--- config.mk ---
export PLATFORM = sky130hd
export DESIGN_NAME = reg_file_mp
export DESIGN_NICKNAME = d
export VERILOG_FILES = /design/src/rtl/reg_file_mp.sv
export SDC_FILE = /design/constraint.sdc
export NUM_CORES = 2
export LEC_CHECK = 0
export CAP_MARGIN = 20
export CORE_ASPECT_RATIO = 1.4
export CORE_MARGIN = 2
export CORE_UTILIZATION = 47
export CTS_CLUSTER_DIAMETER = 120
export DETAILED_ROUTE_END_ITERATION = 12
export PLACE_DENSITY = 0.66
export SLEW_MARGIN = 20
export SYNTH_ARGS = -nofsm -noshare
export SYNTH_HDL_FRONTEND = slang
export SYNTH_SLANG_ARGS = --single-unit
--- constraint.sdc ---
create_clock -name Clk -period 5.43 [get_ports Clk]
set_input_delay 1.3575 -clock Clk [delete_from_list [all_inputs] [get_ports Clk]]
set_output_delay 1.3575 -clock Clk [all_outputs]
set_load 0.01 [all_outputs]
--- src/rtl/reg_file_mp.sv ---
// reg_file_mp: parametrised multi-port register file.
// NREGS-1 general registers plus a dedicated PC at the top index.
// It has two write ports (A: ALU result via sel_rd; B: base-register writeback),
// three combinational read ports, PC load/increment logic, and a registered
// write-collision flag.
// Optional feature: define RF_BYPASS_EN to forward same-cycle write data onto the read ports.
module reg_file_mp #(
    parameter int              WIDTH    = 32,
    parameter int              ADDR_W   = 4,
    parameter int              PC_STEP  = 4,
    parameter logic [WIDTH-1:0] RESET_PC = '0
) (
    input  logic              Clk,
    input  logic              RESET,
    input  logic              IR_CU,
    input  logic [ADDR_W-1:0] ir_rn,
    input  logic [ADDR_W-1:0] ir_rm,
    input  logic [ADDR_W-1:0] ir_rs,
    input  logic [ADDR_W-1:0] ir_rd,
    input  logic [ADDR_W-1:0] cu_rn,
    input  logic [ADDR_W-1:0] cu_rm,
    input  logic [ADDR_W-1:0] cu_rs,
    input  logic [ADDR_W-1:0] cu_rd,
    input  logic [WIDTH-1:0]  in,
    input  logic              LOAD,
    input  logic [ADDR_W-1:0] wb_addr,
    input  logic [WIDTH-1:0]  wb_data,
    input  logic              wb_we,
    input  logic [WIDTH-1:0]  Pcin,
    input  logic              LOADPC,
    input  logic              PC_INC,
    output logic [WIDTH-1:0]  Rn,
    output logic [WIDTH-1:0]  Rm,
    output logic [WIDTH-1:0]  Rs,
    output logic [WIDTH-1:0]  PCout,
    output logic              wr_conflict
);

    localparam int                NREGS  = 2 ** ADDR_W;
    localparam int                PC_IDX = NREGS - 1;
    localparam logic [ADDR_W-1:0] PC_SEL = ADDR_W'(PC_IDX);

    // Register storage: general registers 0..NREGS-2, PC kept separately.
    logic [WIDTH-1:0] gpr [NREGS-1];
    logic [WIDTH-1:0] pc;

    // Selected addresses after the IR/CU mux.
    logic [ADDR_W-1:0] sel_rn, sel_rm, sel_rs, sel_rd;

    // Next-state view of every index (PC at PC_IDX) and what the read ports see.
    logic [WIDTH-1:0] pc_next;
    logic [WIDTH-1:0] nxt_view  [NREGS];
    logic [WIDTH-1:0] read_view [NREGS];

    // Select mux: the instruction register or the control unit drives the selects.
    always_comb begin
        sel_rn = IR_CU ? ir_rn : cu_rn;
        sel_rm = IR_CU ? ir_rm : cu_rm;
        sel_rs = IR_CU ? ir_rs : cu_rs;
        sel_rd = IR_CU ? ir_rd : cu_rd;
    end

    // PC next value: load beats port A, which beats port B, which beats increment.
    always_comb begin
        pc_next = pc;
        if (LOADPC)
            pc_next = Pcin;
        else if (LOAD && (sel_rd == PC_SEL))
            pc_next = in;
        else if (wb_we && (wb_addr == PC_SEL))
            pc_next = wb_data;
        else if (PC_INC)
            pc_next = pc + WIDTH'(PC_STEP);
    end

    // General register next values: port A wins over port B on the same index.
    always_comb begin
        for (int i = 0; i < PC_IDX; i++) begin
            nxt_view[i] = gpr[i];
            if (LOAD && (sel_rd == ADDR_W'(i)))
                nxt_view[i] = in;
            else if (wb_we && (wb_addr == ADDR_W'(i)))
                nxt_view[i] = wb_data;
        end
        nxt_view[PC_IDX] = pc_next;
    end

`ifdef RF_BYPASS_EN
    // Read view forwards the values about to be written this cycle.
    always_comb begin
        for (int i = 0; i < NREGS; i++)
            read_view[i] = nxt_view[i];
    end
`else
    // Read view is the stored (pre-edge) contents; write-then-read takes a cycle.
    always_comb begin
        for (int i = 0; i < PC_IDX; i++)
            read_view[i] = gpr[i];
        read_view[PC_IDX] = pc;
    end
`endif

    // Read ports: zero-latency index into the read view.
    always_comb begin
        Rn    = read_view[sel_rn];
        Rm    = read_view[sel_rm];
        Rs    = read_view[sel_rs];
        PCout = pc;
    end

    // State update. Async reset clears everything and blocks the coincident edge.
    always_ff @(posedge Clk or negedge RESET) begin
        if (!RESET) begin
            for (int i = 0; i < PC_IDX; i++)
                gpr[i] <= '0;
            pc          <= RESET_PC;
            wr_conflict <= 1'b0;
        end else begin
            for (int i = 0; i < PC_IDX; i++)
                gpr[i] <= nxt_view[i];
            pc          <= pc_next;
            wr_conflict <= LOAD && wb_we && (sel_rd == wb_addr);
        end
    end

endmodule

==> flow_summary.toml <==
[clock_network]
postCtsHoldBufs = 0
htree_levels = 2
clock-sinks = 513
cts-root-buf = "clkbuf_16"
cts_tree = "done"
clk_pin_slew_ns = 0.07
cts_buffers = 55
clk_latency_ns = 0.67
clockBufferDepth = 3

[layout]
final_core_utilization = 0.574
layout_commonest_cell = "dfrtp_1"
drive_above_1_share = 0.227
nets = 3989
area_growth_pct = 21.0
num-fill-cells = 6840
most-common-layout-cells = "dfrtp_1 (513), a21oi_1 (494), nor2_1 (493)"

[synthesis]
synth_flop_cell = "dfrtp_1"
async_reset_ff_frac = 1.00
synth.largest_area_cell = "dfrtp_1"
synth_compound_area_frac = 0.128
synth.distinct_cells = 78
synth-edff-count = 0
yosys.area_share.simple = 0.113
synth-seq-cells = 513
synth_fp_nets = 3777
syn-cell-area_mm2 = 0.0375
yosys.area_share.adder = 0.000334
synth_mux_area_frac = 0.364
yosysSeqAreaShare = 0.342
synth_area_per_cell_um2 = 10.3
synth_top_family_by_area = "multiplexers"
synth_cells = 3637
yosys-top-cells-area = "dfrtp_1 (34%), mux4_2 (23%), mux2i_1 (13%)"
yosysTopAreaCellShare = 0.342
yosys_warnings = 0
synth_xor_area_frac = 0.00257

[global_route]
grt_pass1_vias = 33100
grt_max_degree = 165
grt_usage = 0.354
grt_pass1_wl_mm = 217
grt_overflow = 0
grt_antenna_before_repair = 12

[pwr]
p_seq_frac = 0.381
irDropWorstVdd_v = 0.000280
sw_frac_of_total = 0.336
clkPwrFrac = 0.251
totalPowerFinal_mw = 16.3
internal_power_mw = 10.8
power_density_mw_per_mm2 = 358
power.switching_mw = 5.47
comb_power_share = 0.368
leakage_nw = 18.5

[status]
status = "completed"

[place]
gp_congestion = 0.916
port_buffers = 267
post-dp-hpwl_mm = 96.9

[worst_setup_path]
crit_path_end_kind = "output port"
crit_type = "in2out"
crit_arrival_ns = 4.04
cp-start-kind = "primary input"
cp.required_ns = 4.07
cp_max_fo = 8

[floorplanning]
die_h_um = 338
dieArea_mm2 = 0.0821
fp.coreArea_mm2 = 0.0791
num_rows = 122
die_w_um = 243
pin_count = 268
start_util = 0.474

[sta]
finalHoldViolCount = 0
tns_ns = 0
setup_viol = 0
fmax_mhz = 185
tightest_slew_ns = 1.10
post-route-min-period_ns = 5.39
skew_ns = 0.0278
rsz0062_at_grt = "yes"
min_period_over_period = 0.993
drv_slew = 0
slew_headroom = 0.263

[routing]
ant_nets = 0
via_per_inst = 6.70
detail_route.wl_per_cell_um = 29.8
vias = 33200
first_pass_iters = 5
initialDrtViolationCount = 3914
routed_wl_mm = 147
drc_errors = 0

[job]
drv_cap = 0

[min_path]
hold_path_class = "in2async"
through the flow:
stage | hold slack (ns) | cell area, um2 | worst slack [ns] | instances
2_1_floorplan | 0.568 | 37500 | 1.02 | 3637
3_3_place_gp | 0.587 | 43100 | -0.113 | 4833
3_5_place_dp | 0.604 | 43100 | -0.152 | 4833
4_1_cts | 0.530 | 45000 | 0.000524 | 4933
5_1_grt | 0.536 | 45400 | -0.0464 | 4952
6_report | 0.534 | 45400 | 0.0355 | 4953
layer usage:
layer  track usage  up-vias  routed length, um
li1              -    14000                  -
met1         0.433    16500              52100
met2         0.569     2055              69700
met3        0.0708      602              14400
met4         0.234       10              11300
met5             0        -                 63
Yosys cell counts, types with 11 or more instances:
library cell,number
nand2_1,248
nand2b_1,13
buf_4,17
a21oi_1,494
and2_1,97
a31oi_1,106
mux4_2,384
clkbuf_1,220
nor4_1,11
a211oi_1,110
buf_2,122
nand3_1,25
mux2i_1,495
o21ai_0,39
dfrtp_1,513
nor2_1,502
nand4_1,14
buf_1,57
state kept, by name (all words and copies together), names as in the netlist:
signal,cells
PCout,32
wr_conflict,1
gpr,480
critical path: stages:
cell and delay [ns]:
clkdlybuf4s50_1 0.44, mux2i_4 0.25, buf_12 0.19, buf_4 0.18, mux4_2 0.49, and2_1 0.18, a211oi_2 0.32, a31oi_1 0.10
clkdlybuf4s50_1 0.52
cell type report:
cell class                      count  area [um2]  share of cell area
Antenna cell                        7        17.5            0.000386
Clock buffer                       80        1590              0.0351
Clock inverter                     20         294             0.00648
Inverter                            8        30.0            0.000662
Multi-Input combinational cell   2694       23200               0.512
Sequential cell                   513       12800               0.283
Tap cell                         1054        1320              0.0291
Timing Repair Buffer              577        6050               0.133
cells by family (layout without fill, tap and decap cells):
| logic type | after synthesis | in the layout |
|---|---|---|
| flops | 513 | 513 |
| compound gates | 825 | 825 |
| mux | 883 | 883 |
| simple gates | 974 | 974 |
| buf+inv | 430 | 685 |
| fa+ha+maj | 1 | 1 |
| xor+xnor | 11 | 11 |
| other cells | 0 | 7 |
worst paths after layout:
check | startpoint | endpoint | slack [ns] | depth (start not counted)
max in group asynchronous | RESET | gpr[113]$_DFFE_PN0P_ | 3.67 | 2
max reg2reg | PCout[16]$_DFFE_PN0P_ | PCout[29]$_DFFE_PN0P_ | 2.65 | 5
max | cu_rs[1] | Rs[25] | 0.04 | 9
min in group Clk | gpr[313]$_DFFE_PN0P_ | gpr[313]$_DFFE_PN0P_ | 0.62 | 2
min | RESET | gpr[377]$_DFFE_PN0P_ | 0.53 | 1
min reg2reg | gpr[313]$_DFFE_PN0P_ | gpr[313]$_DFFE_PN0P_ | 0.62 | 2
power groups by stage:
stage | Combinational [mW] | Clock (mW) | Sequential, mW
after floorplan | 4.04 | 0 | 5.76
after global placement | 5.78 | 0 | 6.12
after detailed placement | 5.88 | 0 | 6.21
after CTS | 5.90 | 4.12 | 6.16
after global routing | 6.41 | 4.27 | 6.35
final | 5.99 | 4.09 | 6.19
timing repair:
action                                  4_1_cts  5_1_grt
cloned                                        0        3
pin swaps                                     0        0
buffers inserted                              0       10
hold endpoints to repair                      0        0
endpoints found under the setup margin       85       69
resized for setup                             3       56
Power figures use the tool's default switching activity.
